## src/rtl/ysyx_22040386_mwreg_pkg.sv

```systemverilog
// Shared constants and the MEM->WB write-back bundle layout.
package ysyx_22040386_mwreg_pkg;

    localparam int DATA_W  = 64;
    localparam int RADDR_W = 5;
    localparam int INST_W  = 32;

    // Write-back bundle carried from MEM to WB (trace fields first).
    typedef struct packed {
        logic [DATA_W-1:0]  pc;
        logic [INST_W-1:0]  inst;
        logic [DATA_W-1:0]  reg_wr_data;
        logic               RegWrite;
        logic [RADDR_W-1:0] reg_wr_addr;
        logic               csr_reg_write;
        logic [DATA_W-1:0]  csr_r_data;
    } mw_bundle_t;

endpackage

```

## src/rtl/ysyx_22040386_mwreg_skid2.sv

```systemverilog
// Generic 2-entry valid/ready skid buffer: a head (main) entry that drives
// the outputs and one skid entry that absorbs the bundle arriving in the
// cycle downstream stalls. o_ready is a flop, so there is no ready path
// from downstream to upstream.
module ysyx_22040386_skid2 #(
    parameter int W = 8
) (
    input  logic         i_clk,
    input  logic         i_rst,
    input  logic         i_flush,
    input  logic         i_valid,
    output logic         o_ready,
    input  logic [W-1:0] i_data,
    output logic         o_valid,
    input  logic         i_ready,
    output logic [W-1:0] o_data
);

    logic         r_main_v;
    logic         r_skid_v;
    logic         r_ready;
    logic [W-1:0] r_main;
    logic [W-1:0] r_skid;
    logic         w_accept;
    logic         w_deq;

    assign w_accept = i_valid && r_ready;
    assign w_deq    = r_main_v && i_ready;
    assign o_ready  = r_ready;
    assign o_valid  = r_main_v;
    assign o_data   = r_main;

    // Occupancy state machine: empty / main only / main + skid.
    always_ff @(posedge i_clk) begin
        if (i_rst) begin
            r_main_v <= 1'b0;
            r_skid_v <= 1'b0;
            r_ready  <= 1'b1;
            r_main   <= '0;
            r_skid   <= '0;
        end else if (i_flush) begin
            // Data is left in place; it is don't-care once invalid.
            r_main_v <= 1'b0;
            r_skid_v <= 1'b0;
            r_ready  <= 1'b1;
        end else if (!r_main_v) begin
            if (w_accept) begin
                r_main   <= i_data;
                r_main_v <= 1'b1;
            end
        end else if (!r_skid_v) begin
            if (w_accept && w_deq) begin
                r_main <= i_data;
            end else if (w_accept) begin
                r_skid   <= i_data;
                r_skid_v <= 1'b1;
                r_ready  <= 1'b0;
            end else if (w_deq) begin
                r_main_v <= 1'b0;
            end
        end else if (w_deq) begin
            r_main   <= r_skid;
            r_skid_v <= 1'b0;
            r_ready  <= 1'b1;
        end
    end

endmodule

```

## src/rtl/ysyx_22040386_mwreg.sv

```systemverilog
// MEM->WB pipeline register built on a 2-entry skid buffer. Adds the x0
// write suppression, the hazard-unit forwarding tap and a retire counter.
// Optional trace/difftest commit outputs: define YSYX_22040386_MW_COMMIT_EN.
module ysyx_22040386_mwreg
    import ysyx_22040386_mwreg_pkg::INST_W;
#(
    parameter int DATA_W  = 64,
    parameter int RADDR_W = 5,
    parameter int CNT_W   = 64
) (
    input  logic               i_MW_clk,
    input  logic               i_MW_rst,
    input  logic               i_MW_flush,
    input  logic               i_MW_valid,
    output logic               o_MW_ready,
    input  logic [DATA_W-1:0]  i_MW_pc,
    input  logic [INST_W-1:0]  i_MW_inst,
    input  logic [DATA_W-1:0]  i_MW_reg_wr_data,
    input  logic               i_MW_RegWrite,
    input  logic [RADDR_W-1:0] i_MW_reg_wr_addr,
    input  logic               i_MW_csr_reg_write,
    input  logic [DATA_W-1:0]  i_MW_csr_r_data,
    output logic               o_MW_valid,
    input  logic               i_MW_ready,
    output logic [DATA_W-1:0]  o_MW_pc,
    output logic [INST_W-1:0]  o_MW_inst,
    output logic [DATA_W-1:0]  o_MW_reg_wr_data,
    output logic               o_MW_RegWrite,
    output logic [RADDR_W-1:0] o_MW_reg_wr_addr,
    output logic               o_MW_csr_reg_write,
    output logic [DATA_W-1:0]  o_MW_csr_r_data,
    output logic               o_MW_fwd_valid,
    output logic [RADDR_W-1:0] o_MW_fwd_addr,
    output logic [DATA_W-1:0]  o_MW_fwd_data,
    output logic [CNT_W-1:0]   o_MW_retire_cnt
`ifdef YSYX_22040386_MW_COMMIT_EN
    ,
    output logic               o_MW_commit,
    output logic [DATA_W-1:0]  o_MW_commit_pc,
    output logic [INST_W-1:0]  o_MW_commit_inst
`endif
);

    localparam int PW = 3*DATA_W + INST_W + RADDR_W + 2;

    logic [PW-1:0]    w_in;
    logic [PW-1:0]    w_head;
    logic             w_regwrite;
    logic             w_deq;
    logic [CNT_W-1:0] r_retire_cnt;

    // Writes to x0 are dropped at capture so every consumer sees RegWrite=0.
    assign w_regwrite = i_MW_RegWrite && (i_MW_reg_wr_addr != '0);
    assign w_in = {i_MW_pc, i_MW_inst, i_MW_reg_wr_data, w_regwrite,
                   i_MW_reg_wr_addr, i_MW_csr_reg_write, i_MW_csr_r_data};

    ysyx_22040386_skid2 #(.W(PW)) u_skid (
        .i_clk   (i_MW_clk),
        .i_rst   (i_MW_rst),
        .i_flush (i_MW_flush),
        .i_valid (i_MW_valid),
        .o_ready (o_MW_ready),
        .i_data  (w_in),
        .o_valid (o_MW_valid),
        .i_ready (i_MW_ready),
        .o_data  (w_head)
    );

    assign {o_MW_pc, o_MW_inst, o_MW_reg_wr_data, o_MW_RegWrite,
            o_MW_reg_wr_addr, o_MW_csr_reg_write, o_MW_csr_r_data} = w_head;

    assign o_MW_fwd_valid = o_MW_valid && o_MW_RegWrite;
    assign o_MW_fwd_addr  = o_MW_reg_wr_addr;
    assign o_MW_fwd_data  = o_MW_csr_reg_write ? o_MW_csr_r_data : o_MW_reg_wr_data;

    assign w_deq           = o_MW_valid && i_MW_ready;
    assign o_MW_retire_cnt = r_retire_cnt;

    // Retire counter: one per downstream handshake, including in a flush cycle.
    always_ff @(posedge i_MW_clk) begin
        if (i_MW_rst)
            r_retire_cnt <= '0;
        else if (w_deq)
            r_retire_cnt <= r_retire_cnt + {{(CNT_W-1){1'b0}}, 1'b1};
    end

`ifdef YSYX_22040386_MW_COMMIT_EN
    logic              r_commit;
    logic [DATA_W-1:0] r_commit_pc;
    logic [INST_W-1:0] r_commit_inst;

    assign o_MW_commit      = r_commit;
    assign o_MW_commit_pc   = r_commit_pc;
    assign o_MW_commit_inst = r_commit_inst;

    // Commit pulse and trace copy of the retiring head entry.
    always_ff @(posedge i_MW_clk) begin
        if (i_MW_rst) begin
            r_commit      <= 1'b0;
            r_commit_pc   <= '0;
            r_commit_inst <= '0;
        end else begin
            r_commit <= w_deq;
            if (w_deq) begin
                r_commit_pc   <= o_MW_pc;
                r_commit_inst <= o_MW_inst;
            end
        end
    end
`endif

endmodule

```

## config.mk

```make
export PLATFORM = sky130hd
export DESIGN_NAME = ysyx_22040386_mwreg
export DESIGN_NICKNAME = d
export VERILOG_FILES = /design/src/rtl/ysyx_22040386_mwreg_pkg.sv /design/src/rtl/ysyx_22040386_mwreg_skid2.sv /design/src/rtl/ysyx_22040386_mwreg.sv
export SDC_FILE = /design/constraint.sdc
export NUM_CORES = 1
export LEC_CHECK = 0
export ABC_CLOCK_PERIOD_IN_PS = 7550
export CORE_AREA = 5 5 229 231
export DETAILED_ROUTE_END_ITERATION = 16
export DIE_AREA = 0 0 234 236
export PLACE_DENSITY = 0.73
export SYNTH_ARGS = -nofsm -noshare
export SYNTH_HDL_FRONTEND = slang
export SYNTH_SLANG_ARGS = --single-unit
export TNS_END_PERCENT = 5
```

## constraint.sdc

```tcl
create_clock -name i_MW_clk -period 7.55 [get_ports i_MW_clk]
set_input_delay 1.8875 -clock i_MW_clk [delete_from_list [all_inputs] [get_ports i_MW_clk]]
set_output_delay 1.8875 -clock i_MW_clk [all_outputs]
set_load 0.05 [all_outputs]
```

==> impl_results.md <==
- Worst-path cell with the longest stage delay: clkdlybuf4s50_1
- Clock tree from TritonCTS: done
- Post-synthesis sequential area ratio: 0.490
- Flops & latches, synth: 529
- Clk pwr share: 0.393
- H-tree depth: 2
- Clock Latency Late Sink: 0.59 ns
- Most used DFF post-synth: dfxtp_1
- Worst Hold Class: reg2reg
- RSZ-0062 raised after global routing: no
- Antenna-violating nets left: 0
- Finish-stage setup viols: 0
- Vias: 21.7k
- Hold Path Stages: 2
- P per Cell Area: 230 mW/mm^2
- R2R Path End: u_skid.o_data[47]$_SDFFE_PP0P_
- YS warnings: 0
- Clock skew: 0.0147 ns
- Hold Vio Cnt, Final: 0
- Fin Hold WS: 0.455 ns
- Slew margin rel.: 0.233
- Slew @ Worst Pin: 1.15 ns
- Clock sink count: 529
- Multi-input gate area in the final layout: 0.0101 sq mm
- Fmax achieved: 0.204 GHz
- CTS max path bufs: 3
- Post-Syn Instances: 2760
- Row Count: 82
- Die Wd: 234 microns
- First-pass DRT Iterations: 6
- Routed vias/inst: 5.53
- Crit path time final: 4.90 ns
- GR Overflow Total: 0
- Int Pwr: 4.89 mW
- # nets final: 3437
- Hold path start: u_skid.r_skid[209]$_SDFFE_PP0P_
- Fillers: 4374
- Total Routing Usage GR: 0.262
- Initial drt markers: 2157
- Routability cong.: 0.931
- Post-Syn Nets: 2997
- Num CTS Buffers: 54
- Dpl hpwl: 52.9 mm
- Worst setup path class: reg2out
- Yosys cell types: 40
- Outcome: completed
- Remaining DRCs: 0
- Crit start category: flip-flop
- Worst reg2reg setup slack: 4.10 ns
- Reg-to-reg startpoint: u_skid.o_valid$_SDFF_PP0_
- Clock Tree Root: clkbuf_16
- Core area: 0.0499 sq mm
- First-pass GRT wire length: 117 mm
- CP peak stage delay: 0.83 ns
- CP Capture Type: primary output
- FFs w/ async S/R, synth: 0
- Mean Syn Cell Area: 7.84 sq um
- Port bufs: 602
- Largest net degree at the start of global routing: 204
- Critical path arrival: 3.01 ns
- Synth-to-layout area growth: 37.0%
- Storage element area: 0.0106 sq mm
- Worst-path cell chain: buf_4, mux2_2, clkdlybuf4s50_1
- Avg WL per Cell: 19.8 microns
- Slew Viols, Final: 0
- Die height: 236 microns
- Critical path peak fanout: 60
- Req. time, crit path: 5.66 ns
- Hold Path End: u_skid.r_skid[209]$_SDFFE_PP0P_
- Logic pwr share: 0.169
- Setup bufs post-CTS: 0
- Final core occ: 0.594
- Sw Ratio: 0.283
- Mapped cell area: 0.0216 sq mm
- Worst-path clk slew: 0.06 ns
- Reg2reg path depth: 5
- Count of cells resized by post-cts repair: 0
- IO Count: 603
- Routed WL: 77.8 mm
- Initial Utilization: 0.434
- CTS Hold Buffers Added: 0
- Vias in the first global route: 20.2k
- Share of cells above drive strength 1: 0.0549
- Sequential Power Share: 0.438
- Setup TNS: 0 ns
- Initial antenna violation count: 26
- P_sw: 1.93 mW
- VDD IR max: 0.180 mV
- EDFF count, synth: 0
- Max-Cap Viols: 0
- Die area: 0.0552 sq mm
- Static Leak: 10.1 nW
- Fin crit share: 0.649
## cell type report
cell class              instances  share of cell area
well taps                     672              0.0284
clock buffers                  86              0.0551
flip-flops and latches        529               0.357
clock inverters                11             0.00473
repair buffers                620               0.211
multi-input cells            1989               0.342
diodes                         15             0.00127
inverters                       6            0.000760
## through the flow
stage | total power [mW] | instance area [sq um] | setup slack [ns] | instances
2_1_floorplan | 3.70 | 21600 | 3.69 | 2760
3_3_place_gp | 4.18 | 27800 | 2.88 | 3816
3_5_place_dp | 4.20 | 27800 | 2.81 | 3816
4_1_cts | 6.87 | 29600 | 2.61 | 3913
5_1_grt | 7.05 | 29600 | 2.56 | 3924
6_report | 6.82 | 29600 | 2.65 | 3928
## registers in the layout (all words and copies together) (netlist names)
signal and cells:
o_MW_retire_cnt 64, u_skid.o_valid 1, u_skid.r_skid 231, u_skid.r_skid_v 1
u_skid.o_data 231, u_skid.o_ready 1
## layer usage
| layer | GRT usage | up-vias | share of wire |
|---|---|---|---|
| li1 | - | 10310 | - |
| met1 | 0.304 | 10325 | 0.37 |
| met2 | 0.440 | 880 | 0.49 |
| met3 | 0.0897 | 173 | 0.095 |
| met4 | 0.112 | 22 | 0.037 |
| met5 | 0 | - | 0.0021 |
## cell families (layout without fill, tap and decap cells)
kind of cell,count (synthesis),in the layout,share of synthesized area
compound gates,518,518,0.162
simple gates,1367,1367,0.255
xor+xnor,37,37,0.0150
mux,66,66,0.0343
other cells,0,15,0
buf+inv,242,723,0.0438
fa+ha+maj,1,1,0.000578
flops,529,529,0.490
## how the worst max path moves through the flow
stage	slack, ns	from	cells after the start	to
floorplan	3.69	i_MW_ready	7	o_MW_retire_cnt[51]$_SDFFE_PP0P_
global placement	2.88	i_MW_ready	6	u_skid.r_skid[35]$_SDFFE_PP0P_
detailed placement	2.81	i_MW_ready	6	u_skid.r_skid[174]$_SDFFE_PP0P_
CTS	2.61	u_skid.o_data[64]$_SDFFE_PP0P_	3	o_MW_fwd_data[11]
global route	2.56	u_skid.o_data[64]$_SDFFE_PP0P_	3	o_MW_fwd_data[11]
finish	2.65	u_skid.o_data[64]$_SDFFE_PP0P_	3	o_MW_fwd_data[11]
## cell usage after synthesis (14+ instances only)
cell / count / area [sq um]
nand2_1: 952 / 3570
dfxtp_1: 529 / 10600
nor2_1: 279 / 1050
a21oi_1: 257 / 1290
a311oi_1: 231 / 2020
clkbuf_1: 223 / 837
mux2_2: 65 / 732
nand3_1: 23 / 115
nand4_1: 23 / 144
or4_1: 22 / 165
nor4_1: 21 / 131
xnor2_1: 20 / 175
xor2_1: 17 / 149
o21ai_0: 15 / 75.1
or3_1: 14 / 87.6
## layout by cell type (no fill, tap or decap), types with 2 or more instances in the layout
cell type        instances
nand4_1                 23
inv_1                    6
and2_1                   4
nand2_1                951
bufinv_16                3
a21oi_1                257
clkinv_2                 5
mux2_2                  65
and4_1                   5
dfxtp_1                528
xnor2_1                 20
or3_1                   14
and3_1                   4
nor2_1                 279
nand2b_1                 2
buf_12                   6
clkbuf_16               55
nor4_1                  20
or4_4                    2
nor4_2                   2
diode_2                 15
nand3_1                 23
or4_1                   21
nor2b_1                  2
clkbuf_1                17
o31ai_1                 12
xor2_1                  17
clkdlybuf4s50_1        601
buf_4                   12
nor3_1                   7
a311oi_1               231
o21ai_0                 15
clkbuf_8                14
## worst max-delay path: cells and delay by family, from the launching register on
kind / cells / cell delay, ns
buffers and inverters: 2 / 1.46
multiplexers: 1 / 0.39
flip-flops: 1 / 0.43
## power groups by stage
stage,Sequential [mW],Combinational (mW),Clock [mW]
after floorplan,3.32,0.388,0
after global placement,3.04,1.14,0
after detailed placement,3.04,1.15,0
after CTS,2.98,1.16,2.73
after global routing,2.99,1.21,2.85
final,2.98,1.15,2.68
Power figures use the tool's default switching activity.
